File: src/rtl/la_sample_capture_if.sv
// Firmware-facing port bundle of the logic-analyzer capture stage:
// configuration writes, the read strobe, the ex_data word and the done pulse.
interface la_sample_capture_if;
  logic        cfg_we;
  logic        cfg_addr;
  logic [31:0] cfg_wdata;
  logic        rd_req;
  logic [31:0] ex_data;
  logic        irq_done;

  modport master (
    output cfg_we, cfg_addr, cfg_wdata, rd_req,
    input  ex_data, irq_done
  );

  modport slave (
    input  cfg_we, cfg_addr, cfg_wdata, rd_req,
    output ex_data, irq_done
  );
endinterface

File: src/rtl/la_sample_capture.sv
// Logic-analyzer capture stage: synchronised probe bus, masked-value trigger,
// fixed-length capture into a RAM and a one-word-per-strobe drain into ex_data.
module la_sample_capture #(
  parameter int DEPTH_LOG2 = 8,
  parameter int PROBE_W    = 16
) (
  input  logic               clk,
  input  logic               resetn,
  input  logic [PROBE_W-1:0] probe_in,
  la_sample_capture_if.slave bus
);
  localparam int DEPTH = 1 << DEPTH_LOG2;
  localparam int CW    = DEPTH_LOG2 + 1;

  typedef enum logic [1:0] {IDLE, ARMED, CAPTURE, DONE} state_t;

  state_t                state, state_next;
  logic [PROBE_W-1:0]    sync1, ps;
  logic [15:0]           post_len;
  logic [PROBE_W-1:0]    trig_mask, trig_val;
  logic [DEPTH_LOG2-1:0] wr_ptr, rd_ptr, rd_addr;
  logic [CW-1:0]         count, len;
  logic [12:0]           remaining;
  logic [15:0]           mem [DEPTH];
  logic [15:0]           ram_q, head;
  logic                  valid, pend, irq_q;
  logic                  cfg_ctrl, do_clr, do_arm, restart;
  logic                  hit, do_write, going_done, accept, fetch;

  assign cfg_ctrl = bus.cfg_we && !bus.cfg_addr;
  assign do_clr   = cfg_ctrl && bus.cfg_wdata[1];
  // Arm is only meaningful from IDLE or DONE; clear in the same write wins.
  assign do_arm   = cfg_ctrl && bus.cfg_wdata[0] && !bus.cfg_wdata[1]
                    && (state == IDLE || state == DONE);
  assign restart  = do_clr || do_arm;

  assign hit = ((ps ^ trig_val) & trig_mask) == '0;

  always_comb begin
    if (post_len == 16'd0 || 32'(post_len) >= DEPTH) len = CW'(DEPTH);
    else                                             len = CW'(post_len);
  end

  // NOTE: every always_comb output gets a default first so no latch is inferred.
  always_comb begin
    state_next = state;
    do_write   = 1'b0;
    going_done = 1'b0;
    unique case (state)
      IDLE:    if (do_arm) state_next = ARMED;
      ARMED,
      CAPTURE: begin
        if (state == CAPTURE || hit) begin
          do_write   = 1'b1;
          state_next = CAPTURE;
          if (count + 1'b1 == len) begin
            state_next = DONE;
            going_done = 1'b1;
          end
        end
      end
      DONE:    if (do_arm) state_next = ARMED;
      default: state_next = IDLE;
    endcase
    if (do_clr) begin
      state_next = IDLE;
      do_write   = 1'b0;
      going_done = 1'b0;
    end
  end

  // irq_q is high exactly in the first DONE cycle, which launches the prefetch.
  // A pop reads the following word straight away so it is presented two cycles later.
  assign accept  = (state == DONE) && valid && bus.rd_req;
  assign fetch   = !restart && (irq_q || (accept && remaining > 13'd1));
  assign rd_addr = accept ? rd_ptr + 1'b1 : rd_ptr;

  always_ff @(posedge clk) begin
    if (!resetn) begin
      sync1     <= '0;
      ps        <= '0;
      state     <= IDLE;
      irq_q     <= 1'b0;
      post_len  <= '0;
      trig_mask <= '0;
      trig_val  <= '0;
      wr_ptr    <= '0;
      rd_ptr    <= '0;
      count     <= '0;
      remaining <= '0;
      valid     <= 1'b0;
      pend      <= 1'b0;
      head      <= '0;
    end else begin
      sync1 <= probe_in;
      ps    <= sync1;
      state <= state_next;
      irq_q <= going_done;

      if (bus.cfg_we) begin
        if (!bus.cfg_addr) begin
          post_len <= bus.cfg_wdata[31:16];
        end else begin
          trig_mask <= bus.cfg_wdata[16 +: PROBE_W];
          trig_val  <= bus.cfg_wdata[0 +: PROBE_W];
        end
      end

      if (restart) begin
        wr_ptr    <= '0;
        rd_ptr    <= '0;
        count     <= '0;
        remaining <= '0;
        valid     <= 1'b0;
        pend      <= 1'b0;
        head      <= '0;
      end else begin
        if (do_write) begin
          wr_ptr <= wr_ptr + 1'b1;
          count  <= count + 1'b1;
        end
        if (going_done) remaining <= 13'(len);
        pend <= fetch;
        if (pend) begin
          head  <= ram_q;
          valid <= 1'b1;
        end
        if (accept) begin
          valid     <= 1'b0;
          rd_ptr    <= rd_ptr + 1'b1;
          remaining <= remaining - 1'b1;
        end
      end
    end
  end

  // NOTE: the RAM and its read register have no reset; valid hides stale contents.
  always_ff @(posedge clk) begin
    if (do_write) mem[wr_ptr] <= 16'(ps);
    if (fetch)    ram_q       <= mem[rd_addr];
  end

  assign bus.ex_data  = {valid, state == DONE, state == ARMED || state == CAPTURE,
                         remaining, valid ? head : 16'h0000};
  assign bus.irq_done = irq_q;
endmodule

File: src/flat_wrapper.sv
// flat-port wrapper written by rule: the top's interface ports become plain ports
module la_sample_capture_flat 
#(
  parameter int DEPTH_LOG2 = 8,
  parameter int PROBE_W    = 16
)
  (clk, resetn, probe_in, bus_cfg_we, bus_cfg_addr, bus_cfg_wdata, bus_rd_req, bus_ex_data, bus_irq_done);
  la_sample_capture_if bus_i ();
  input  logic clk;
  input  logic resetn;
  input  logic [PROBE_W-1:0] probe_in;
  input wire logic [$bits(bus_i.cfg_we)-1:0] bus_cfg_we;
  input wire logic [$bits(bus_i.cfg_addr)-1:0] bus_cfg_addr;
  input wire logic [$bits(bus_i.cfg_wdata)-1:0] bus_cfg_wdata;
  input wire logic [$bits(bus_i.rd_req)-1:0] bus_rd_req;
  output wire logic [$bits(bus_i.ex_data)-1:0] bus_ex_data;
  output wire logic [$bits(bus_i.irq_done)-1:0] bus_irq_done;
  assign bus_i.cfg_we = bus_cfg_we;
  assign bus_i.cfg_addr = bus_cfg_addr;
  assign bus_i.cfg_wdata = bus_cfg_wdata;
  assign bus_i.rd_req = bus_rd_req;
  assign bus_ex_data = bus_i.ex_data;
  assign bus_irq_done = bus_i.irq_done;
  la_sample_capture #(.DEPTH_LOG2(DEPTH_LOG2), .PROBE_W(PROBE_W)) u_core (.clk(clk), .resetn(resetn), .probe_in(probe_in), .bus(bus_i));
endmodule
File: config.mk
export PLATFORM = sky130hd
export DESIGN_NAME = la_sample_capture_flat
export DESIGN_NICKNAME = d
export VERILOG_FILES = /design/src/rtl/la_sample_capture_if.sv /design/src/rtl/la_sample_capture.sv /design/src/flat_wrapper.sv
export SDC_FILE = /design/constraint.sdc
export NUM_CORES = 2
export LEC_CHECK = 0
export BUFFER_PORTS_ARGS = -buffer_cell sky130_fd_sc_hd__buf_2
export CAP_MARGIN = 40
export CORE_MARGIN = 10
export CORE_UTILIZATION = 29
export CTS_CLUSTER_DIAMETER = 120
export CTS_CLUSTER_SIZE = 14
export DETAILED_ROUTE_END_ITERATION = 10
export PLACE_DENSITY = 0.44
export SLEW_MARGIN = 15
export SYNTH_ARGS = -nofsm -noshare
export SYNTH_HDL_FRONTEND = slang
export SYNTH_SLANG_ARGS = --single-unit
export TNS_END_PERCENT = 10
File: constraint.sdc
create_clock -name clk -period 9.33 [get_ports clk]
set_input_delay 0.4665 -clock clk [delete_from_list [all_inputs] [get_ports clk]]
set_output_delay 0.4665 -clock clk [all_outputs]
set_load 0.005 [all_outputs]
==> impl_metrics.json <==
{
  "postCtsSetupBuffers": 0,
  "crit_family": "buffers and inverters",
  "maxSlewViolCount": 0,
  "ys_ff_latch": 4251,
  "min_from": "probe_in[11]",
  "antenna_found_initial": 69,
  "initial_utilization_pct": 29.14,
  "wl_met2_um": 320600,
  "drt_iter0_drc": 15182,
  "routed-via-count": 118404,
  "ctsLongestPathBuffers": 4,
  "dr.pass1.iters": 6,
  "clk_latency_ns": 1.06,
  "syn_inst": 12169,
  "status": "completed",
  "drive_above_1_share_pct": 14.71,
  "grt_start_max_net_pins": 149,
  "wl_met1_um": 316300,
  "cts_root_buf": "clkbuf_16",
  "drt-total-wl_um": 725700,
  "die_h_um": 803.8,
  "fp.coreArea_um2": 611500,
  "gr-total-overflow": 0,
  "ys_top_cells_by_area": "edfxtp_1 69%, mux2i_1 5.8%, o22ai_1 2.6%",
  "max_slew_margin_pct": 7.161,
  "clock.fmax_mhz": 161.5,
  "path_common_cell": "buf_4",
  "tritoncts": "yes",
  "r2r_end": "u_core.ram_q[7]$_DFFE_PP_",
  "rsz0062_at_grt": "false",
  "async_reset_ff_share_pct": 0,
  "crit_type": "reg -> reg",
  "synth.distinct_cells": 94,
  "synth_fp_nets": 12232,
  "min_period_ns": 6.193,
  "power.leakage_nw": 57.55,
  "dpl.hpwl_um": 446600,
  "cp_slowest_cell": "o21ai_1",
  "yosys_warnings": 0,
  "placementRows": 287,
  "crit_arrival_ns": 6.93,
  "syn_to_final_growth_pct": 13.92,
  "worst_ep_required_time_ns": 10.07,
  "setup_tns_ns": 0,
  "vias_per_cell": 5.727,
  "clk_pin_slew_ns": 0.07,
  "fillerInstances": 59276,
  "synth_top_area_share_pct": 69.30,
  "die_area_um2": 646200,
  "ys_top_cells_by_count": "4,112 x edfxtp_1, 1,033 x mux2i_1, 890 x nand2_1",
  "antenna_left": 0,
  "rr_worst_depth": 11,
  "highest_layer": "met5",
  "die_w_um": 803.8,
  "synth_area_um2": 178200,
  "ys.flop_type": "edfxtp_1",
  "skew_ns": 0.1140,
  "ir_drop_mv": 0.1533,
  "synth.most_common_cell": "edfxtp_1",
  "final_core_util_pct": 33.19,
  "regToRegStartpoint": "u_core.rd_ptr[1]$_SDFF_PP0_",
  "finalHoldViolations": 0,
  "worst_pin_slew_ns": 1.393,
  "avgSynthCellArea_um2": 14.64,
  "worst-path-buf-inv": 4,
  "portBuffers": 85,
  "finalNetCount": 12526,
  "endpoint_kind": "flop",
  "startpoint_type": "flop",
  "yosysSeqAreaShare_pct": 70.86,
  "period_share_pct": 66.38,
  "cts_buffers": 345,
  "ios": 86,
  "synth_edf_count": 4112,
  "grt_pass1_vias": 111195,
  "maxCapViolCount": 0,
  "cts_sinks": 4251,
  "drc": 0,
  "gp_congestion": 0.8735,
  "dr_wl_met3_um": 58940,
  "critPathMaxStageDelay_ns": 0.81,
  "htree_levels": 5,
  "whs_path_depth": 3,
  "setup_violations": 0,
  "yosysTopAreaCell": "edfxtp_1",
  "power_density_nw_per_um2": 174.0,
  "hold_path.class": "in -> reg",
  "wl_per_cell_um": 35.10,
  "grt_pass1_wl_um": 984700,
  "rrSetupSlack_ns": 3.14,
  "min_to": "u_core.sync1[11]$_SDFF_PN0_",
  "crit_chain": "buf_4 -> buf_4 -> a21oi_4 -> buf_4 -> nand2_4 -> buf_12 -> o22ai_1 -> o21ai_1 -> nand4_1 -> o211ai_1 -> nor4_1",
  "grt.total_usage_pct": 21.44,
  "cp_max_fo": 58
}
cells by family (layout without fill, tap and decap cells):
| logic type | count (synthesis) | in the layout | share of synthesized area [%] |
|---|---|---|---|
| XOR/XNOR | 51 | 51 | 0.2697 |
| adder cells (fa/ha/maj) | 10 | 10 | 0.07022 |
| multiplexers | 1255 | 1255 | 7.680 |
| buffers and inverters | 1016 | 1400 | 2.761 |
| AO/OA/AOI/OAI | 2996 | 2996 | 11.78 |
| other | 0 | 31 | 0 |
| flip-flops | 4251 | 4251 | 70.86 |
| AND/OR/NAND/NOR | 2590 | 2590 | 6.571 |
repair_timing:
action | 4_1_cts | 5_1_grt
hold buffers | 56 | 0
resized for setup | 0 | 0
endpoints found under the hold margin | 67 | 0
final cells by class:
cell class | count | area, um2 | area share (%)
tap | 8092 | 10120 | 4.988
multi-input combinational | 6902 | 48350 | 23.82
clock buffer | 408 | 9007 | 4.438
antenna | 31 | 77.57 | 0.03822
sequential | 4251 | 126300 | 62.24
clock inverter | 29 | 546.8 | 0.2694
inverter | 22 | 90.09 | 0.04438
timing repair buffer | 941 | 8456 | 4.166
routing by layer:
metal  up-vias  GRT usage, %
met3      1003         3.939
li1      49217             -
met1     62741         30.41
met4        14         7.618
met5         -             0
met2      5429         32.81
registers in the layout, indices dropped and copies added, names as in the netlist, 9 cells and up:
register	count
u_core.post_len	16
u_core.ps	16
u_core.mem	4096
u_core.trig_val	16
u_core.count	9
u_core.remaining	13
u_core.trig_mask	16
u_core.ram_q	16
u_core.head	16
u_core.sync1	16
stage by stage:
stage / hold slack (ns) / area (um2) / cells / setup slack (ns) / total power, mW
detailed placement: 0.4163 / 192600 / 20138 / 3.231 / 21.76
global placement: 0.4135 / 190400 / 19959 / 2.217 / 21.75
CTS: 0.07851 / 202700 / 20631 / 3.210 / 35.56
floorplan: 0.4119 / 178200 / 12169 / 2.793 / 21.50
finish: 0.1596 / 203000 / 20676 / 3.137 / 35.32
global route: 0.1457 / 202900 / 20656 / 3.245 / 36.26
worst register-to-register path: cells and delay by family, from the launching register on:
kind	cells	cell delay, ns
AO/OA/AOI/OAI	4	1.79
buffers and inverters	4	2.13
AND/OR/NAND/NOR	3	1.31
flip-flops	1	0.67
worst max-delay path by stage:
stage,cells past startpoint,slack [ns],from,to
2_1_floorplan,10,2.79,u_core.ps[12]$_SDFF_PN0_,u_core.mem[100][0]$_DFFE_PP_
3_3_place_gp,11,2.22,u_core.state[0]$_SDFFE_PP0P_,u_core.ram_q[13]$_DFFE_PP_
3_5_place_dp,11,3.23,u_core.rd_ptr[1]$_SDFF_PP0_,u_core.ram_q[7]$_DFFE_PP_
4_1_cts,11,3.21,u_core.rd_ptr[1]$_SDFF_PP0_,u_core.ram_q[7]$_DFFE_PP_
5_1_grt,13,3.24,u_core.rd_ptr[0]$_SDFF_PP0_,u_core.ram_q[3]$_DFFE_PP_
6_report,11,3.14,u_core.rd_ptr[1]$_SDFF_PP0_,u_core.ram_q[7]$_DFFE_PP_
report_power, final:
part	internal, mW	leakage [nW]	switching [mW]
logic	0.0961	21.0	0.389
registers	20.8	31.9	0.0409
clock network	6.85	4.64	7.10
cells in the final DEF (no fill, tap or decap), drive strengths merged, types with 80 or more instances in the layout:
cell / netlist / routed
a221oi: 127 / 127
nand3: 241 / 241
a31oi: 87 / 87
mux2: 147 / 147
nand2: 890 / 890
a22oi: 80 / 80
nor3: 247 / 247
mux2i: 1033 / 1033
o22ai: 741 / 741
edfxtp: 4112 / 4112
buf: 639 / 880
o221ai: 396 / 396
dfxtp: 139 / 139
a21oi: 430 / 430
nor4: 118 / 118
a211oi: 209 / 209
nor2: 730 / 730
clkbuf: 355 / 411
o21ai: 335 / 335
(Power assumes the default switching activity.)
